--- src/rtl/flappy_pkg.sv ---
// Shared game-state encoding, default timing constants and counter sizing
// for the Flappy VGA game controller.
package flappy_pkg;

   typedef enum logic [1:0] {
      ST_IDLE  = 2'd0,
      ST_READY = 2'd1,
      ST_PLAY  = 2'd2,
      ST_OVER  = 2'd3
   } game_state_e;

   localparam int unsigned DEF_DEBOUNCE_CYCLES = 500000;
   localparam int unsigned DEF_READY_CYCLES    = 50000000;
   localparam int unsigned DEF_SCROLL_DIV      = 524288;
   localparam int unsigned DEF_PHYS_DIV        = 1048576;
   localparam int unsigned DEF_FLASH_DIV       = 2097152;

   // Width of a counter that must reach n-1; never narrower than one bit.
   function automatic int unsigned cnt_width(input int unsigned n);
      return (n > 1) ? $clog2(n) : 1;
   endfunction

endpackage

--- src/rtl/btn_debounce.sv ---
// Raw button conditioner: two-flop synchronizer, stability counter and
// rising-edge press detect on the accepted (stable) level.
module btn_debounce
   import flappy_pkg::*;
#(
   parameter int unsigned DEBOUNCE_CYCLES = DEF_DEBOUNCE_CYCLES
) (
   input  logic board_clk,
   input  logic Reset,
   input  logic btn_raw_i,
   output logic press_o
);

   localparam int unsigned   CW      = cnt_width(DEBOUNCE_CYCLES);
   localparam logic [CW-1:0] CNT_MAX = CW'(DEBOUNCE_CYCLES - 1);

   logic          sync1_q;
   logic          sync2_q;
   logic          stable_q;
   logic          stable_prev_q;
   logic [CW-1:0] cnt_q;

   always_ff @(posedge board_clk or posedge Reset) begin
      if (Reset) begin
         sync1_q       <= 1'b0;
         sync2_q       <= 1'b0;
         stable_q      <= 1'b0;
         stable_prev_q <= 1'b0;
         cnt_q         <= '0;
      end else begin
         sync1_q       <= btn_raw_i;
         sync2_q       <= sync1_q;
         stable_prev_q <= stable_q;
         // Count only while the synced level disagrees with the accepted one.
         if (sync2_q == stable_q) begin
            cnt_q <= '0;
         end else if (cnt_q == CNT_MAX) begin
            stable_q <= sync2_q;
            cnt_q    <= '0;
         end else begin
            cnt_q <= cnt_q + CW'(1);
         end
      end
   end

   assign press_o = stable_q & ~stable_prev_q;

endmodule

--- src/rtl/game_sequencer.sv ---
// Flappy VGA game controller: debounced buttons, IDLE/READY/PLAY/OVER state
// machine, one-cycle control pulses, scroll/physics enables, flash and high score.
module game_sequencer
   import flappy_pkg::*;
#(
   parameter int unsigned DEBOUNCE_CYCLES = DEF_DEBOUNCE_CYCLES,
   parameter int unsigned READY_CYCLES    = DEF_READY_CYCLES,
   parameter int unsigned SCROLL_DIV      = DEF_SCROLL_DIV,
   parameter int unsigned PHYS_DIV        = DEF_PHYS_DIV,
   parameter int unsigned FLASH_DIV       = DEF_FLASH_DIV
) (
   input  logic       board_clk,
   input  logic       Reset,
   input  logic       btn_start,
   input  logic       btn_jump,
   input  logic       lose_in,
   input  logic [3:0] score_in,
   output logic       start_pulse,
   output logic       ack_pulse,
   output logic       jump_pulse,
   output logic       scroll_tick,
   output logic       phys_tick,
   output logic       flash,
   output logic [3:0] high_score,
   output logic [1:0] state
);

   localparam int unsigned RW = cnt_width(READY_CYCLES);
   localparam int unsigned SW = cnt_width(SCROLL_DIV);
   localparam int unsigned PW = cnt_width(PHYS_DIV);
   localparam int unsigned FW = cnt_width(FLASH_DIV);

   localparam logic [RW-1:0] READY_MAX  = RW'(READY_CYCLES - 1);
   localparam logic [SW-1:0] SCROLL_MAX = SW'(SCROLL_DIV - 1);
   localparam logic [PW-1:0] PHYS_MAX   = PW'(PHYS_DIV - 1);
   localparam logic [FW-1:0] FLASH_MAX  = FW'(FLASH_DIV - 1);

   logic start_press;
   logic jump_press;

   btn_debounce #(.DEBOUNCE_CYCLES(DEBOUNCE_CYCLES)) u_db_start (
      .board_clk (board_clk),
      .Reset     (Reset),
      .btn_raw_i (btn_start),
      .press_o   (start_press)
   );

   btn_debounce #(.DEBOUNCE_CYCLES(DEBOUNCE_CYCLES)) u_db_jump (
      .board_clk (board_clk),
      .Reset     (Reset),
      .btn_raw_i (btn_jump),
      .press_o   (jump_press)
   );

   game_state_e   state_q;
   logic [RW-1:0] ready_cnt_q;
   logic [SW-1:0] scroll_cnt_q;
   logic [PW-1:0] phys_cnt_q;
   logic [FW-1:0] flash_cnt_q;
   logic          start_pulse_q;
   logic          ack_pulse_q;
   logic          jump_pulse_q;
   logic          scroll_tick_q;
   logic          phys_tick_q;
   logic          flash_q;
   logic [3:0]    high_score_q;

   always_ff @(posedge board_clk or posedge Reset) begin
      if (Reset) begin
         state_q       <= ST_IDLE;
         ready_cnt_q   <= '0;
         scroll_cnt_q  <= '0;
         phys_cnt_q    <= '0;
         flash_cnt_q   <= '0;
         start_pulse_q <= 1'b0;
         ack_pulse_q   <= 1'b0;
         jump_pulse_q  <= 1'b0;
         scroll_tick_q <= 1'b0;
         phys_tick_q   <= 1'b0;
         flash_q       <= 1'b0;
         high_score_q  <= '0;
      end else begin
         start_pulse_q <= 1'b0;
         ack_pulse_q   <= 1'b0;
         jump_pulse_q  <= 1'b0;
         scroll_tick_q <= 1'b0;
         phys_tick_q   <= 1'b0;
         case (state_q)
            ST_IDLE: begin
               if (start_press) begin
                  state_q     <= ST_READY;
                  ready_cnt_q <= '0;
               end
            end
            ST_READY: begin
               if (ready_cnt_q == READY_MAX) begin
                  state_q       <= ST_PLAY;
                  start_pulse_q <= 1'b1;
                  scroll_cnt_q  <= '0;
                  phys_cnt_q    <= '0;
               end else begin
                  ready_cnt_q <= ready_cnt_q + RW'(1);
               end
            end
            ST_PLAY: begin
               // Ticks still fire on the losing cycle; OVER emits none.
               if (scroll_cnt_q == SCROLL_MAX) begin
                  scroll_cnt_q  <= '0;
                  scroll_tick_q <= 1'b1;
               end else begin
                  scroll_cnt_q <= scroll_cnt_q + SW'(1);
               end
               if (phys_cnt_q == PHYS_MAX) begin
                  phys_cnt_q  <= '0;
                  phys_tick_q <= 1'b1;
               end else begin
                  phys_cnt_q <= phys_cnt_q + PW'(1);
               end
               jump_pulse_q <= jump_press & ~lose_in;
               if (lose_in) begin
                  state_q     <= ST_OVER;
                  flash_cnt_q <= '0;
                  flash_q     <= 1'b0;
                  if (score_in > high_score_q) high_score_q <= score_in;
               end
            end
            ST_OVER: begin
               if (start_press) begin
                  state_q     <= ST_IDLE;
                  ack_pulse_q <= 1'b1;
                  flash_q     <= 1'b0;
                  flash_cnt_q <= '0;
               end else if (flash_cnt_q == FLASH_MAX) begin
                  flash_cnt_q <= '0;
                  flash_q     <= ~flash_q;
               end else begin
                  flash_cnt_q <= flash_cnt_q + FW'(1);
               end
            end
            default: state_q <= ST_IDLE;
         endcase
      end
   end

   assign start_pulse = start_pulse_q;
   assign ack_pulse   = ack_pulse_q;
   assign jump_pulse  = jump_pulse_q;
   assign scroll_tick = scroll_tick_q;
   assign phys_tick   = phys_tick_q;
   assign flash       = flash_q;
   assign high_score  = high_score_q;
   assign state       = state_q;

endmodule

--- config.mk ---
export PLATFORM = sky130hd
export DESIGN_NAME = game_sequencer
export DESIGN_NICKNAME = d
export VERILOG_FILES = /design/src/rtl/flappy_pkg.sv /design/src/rtl/btn_debounce.sv /design/src/rtl/game_sequencer.sv
export SDC_FILE = /design/constraint.sdc
export NUM_CORES = 1
export LEC_CHECK = 0
export CAP_MARGIN = 20
export CORE_MARGIN = 2
export CORE_UTILIZATION = 55
export DETAILED_ROUTE_END_ITERATION = 6
export PLACE_DENSITY = 0.78
export SLEW_MARGIN = 10
export SYNTH_ARGS = -nofsm -noshare
export SYNTH_HDL_FRONTEND = slang
export SYNTH_HIERARCHICAL = 1
export SYNTH_SLANG_ARGS = --single-unit
export TNS_END_PERCENT = 100
--- constraint.sdc ---
create_clock -name board_clk -period 6.6 [get_ports board_clk]
set_input_delay 0.99 -clock board_clk [delete_from_list [all_inputs] [get_ports board_clk]]
set_output_delay 0.99 -clock board_clk [all_outputs]
set_load 0.01 [all_outputs]
==> out/summary.txt <==
Crit Path Class: flop to flop
IO Count: 21
Crit path max fanout: 22
Cells after Synth: 823
Met1 wire length: 7630 µm
Post-DR vias/cell: 6.44
Cell taking the most area after synthesis: dfrtp_1
Crit path capture type: flop
Root Driver: clkbuf_16
Final hold violations: 0
Worst Hold Class: flop to flop
Peak VDD IR: 178 µV
Highest metal used: met4
Final min period: 3.26 ns
Routed WL: 17,500 µm
WL/cell: 17.1 µm
Clock slew at reported path FFs: 0.06 ns
Synth Flop Type: dfrtp_1
Yosys cell types: 66
Number of port buffers: 20
Clk sink count: 144
H-tree levels: 4
Cells along the critical path: ha_1, nand4_1, nor4_1, nand2_1, a22oi_2, a31oi_1
ANT cells: 0
Chip width: 123 µm
Number of gates given a new drive strength after cts: 0
Worst r2r path cells: 6
Hold depth: 0
Starting density of the core: 56.4%
Total negative slack: 0 ns
Data required, critical path: 6.86 ns
Chip Height: 123 µm
Met3 WL: 889 µm
Largest net degree at the start of global routing: 75
Seq cells post-synth: 144
Iter 0 DRT Violations: 618
Final ANT Viol Nets: 0
Final #Nets: 853
Area grow syn2layout: 10.5%
CP max stage delay: 0.90 ns
Die area: 15,200 µm²
Most frequent cells after synthesis: dfrtp_1 (144), nor2_1 (78), nand2_1 (60), nand3_1 (60), o21ai_0 (38)
Skew-Pair Late Insertion Delay: 0.43 ns
Vias in the first global route: 6,323
Synth Area per Inst: 9.52 µm²
Global-route wire length before repair: 29,400 µm
Main area contributors after synthesis: dfrtp_1 (46%), nand3_1 (3.8%), nor2_1 (3.7%), nand2_1 (2.9%), o31ai_1 (2.7%)
Post-synth EDFFs: 0
Sequential element share of the synthesized area: 46.0%
Status: completed
Hold Buf Count CTS: 0
Synth Cell Area: 7830 µm²
Core Region: 13,900 µm²
Net Count, Synth: 847
Yosys top cell area share: 46.0%
Worst-margin pin slew: 1.13 ns
Post-route insts no fill: 1,022
Cell with the most instances after synthesis: dfrtp_1
Row cnt: 43
DP HPWL: 11,800 µm
Unrepaired setup endpoints after global routing: no
Placed insts: 990
DRC: 0
Initial antenna violation count: 0
Max Buffers Root-to-Sink: 2
PwrDens: 214 nW/µm²
Final Max Slew Viols: 0
Crit share post-route: 49.4%
Slew HR: 24.7%
Gpl congestion: 0.954
Static leakage: 0.00352 µW
Hold Worst Slack: 0.350 ns
CTS buffer count: 17
GRT Total Usage: 24.4%
Yosys warns: 6
DR vias: 6,582
Max Cap Violations: 0
Async S/R FF share, synth: 100%
Clock Skews: 0.0108 ns
CTS tree: yes
Crit path arrival time: 3.52 ns
Post-CTS setup repair buffer count: 0
Metal2 WL: 8660 µm
Grt total ovfl: 0
Layout cells sized above 1: 6.53%
Max Clk Rate: 307 MHz
# setup viols final: 0
Initial DRT Pass Iterations: 6
Startpoint Class: flop
Worst-path cell with the longest stage delay: a22oi_2
[path summary, 6_finish.rpt]
check,from,end,slack [ns]
worst max-delay path,ready_cnt_q[0],phys_cnt_q[11],3.34
worst min-delay path,u_db_start/sync1_q,u_db_start/sync2_q,0.35
worst max register to register,ready_cnt_q[0],phys_cnt_q[11],3.34
worst min register to register,u_db_start/sync1_q,u_db_start/sync2_q,0.35
max in group asynchronous,Reset,phys_cnt_q[9],4.43
min in group asynchronous,Reset,high_score[2],0.92
[layout by cell type (no fill, tap or decap), types with 19 or more instances in the layout]
cell	synthesis	final
dfrtp_1	144	144
nor2_1	78	78
nand3_1	60	60
nand2_1	60	60
o21ai_0	38	38
nand4_1	33	33
a21oi_1	32	32
o31ai_1	28	28
xnor2_1	23	23
xor2_1	22	22
and3_1	21	21
clkdlybuf4s50_1	0	20
inv_1	20	19
[routing by layer]
layer,vias to the layer above,track usage (%)
li1,3116,-
met1,3219,31.2
met2,212,39.6
met3,35,6.32
met4,0,9.80
met5,-,0
[flip-flops by register name (all words and copies together), names as in the netlist, 2 cells and up]
register and cells:
u_db_jump/cnt_q 19, ready_cnt_q 26, state 2, scroll_cnt_q 19, high_score 4, flash_cnt_q 21, u_db_start/cnt_q 19, phys_cnt_q 20
[power by group]
group	leakage, µW	internal, µW	switching [µW]	total (µW)
clock	0.000271	534	392	926
sequential	0.00199	887	4.12	891
combinational	0.00126	10.0	26.2	36.3
[area by class of cell]
class                   count  area [µm²]
flip-flops and latches    144        3600
inverters                  20        77.6
well taps                 180         225
clock buffers              19         443
repair buffers             23         223
multi-input cells         623        3960
clock inverters            13         128
fillers                  1125        5230
[critical path: cells and delay by family (launching register included)]
kind	cells	cell delay (ns)
compound gates	2	1.01
fa+ha+maj	1	0.25
flops	1	0.43
simple gates	3	1.39
[cells by family (layout without fill, tap and decap cells)]
group / after synthesis / count (layout) / share of synthesized area (%)
xor+xnor: 45 / 45 / 5.03
buf+inv: 56 / 75 / 3.50
fa+ha+maj: 15 / 15 / 2.40
mux: 8 / 8 / 1.23
simple gates: 378 / 378 / 26.3
compound gates: 177 / 177 / 15.5
flops: 144 / 144 / 46.0
[metrics by stage]
step                      utilization (%)  instance area (µm²)  setup slack (ns)  power [µW]
after detailed placement             58.2                 8080              3.28         945
after global routing                 62.3                 8650              3.05        1910
after floorplan                         -                 7830              3.05         933
after global placement               58.2                 8080              3.41         942
after CTS                            62.3                 8650              3.36        1870
final                                62.3                 8650              3.34        1850
Note: power is estimated with default switching activity, not from simulation.
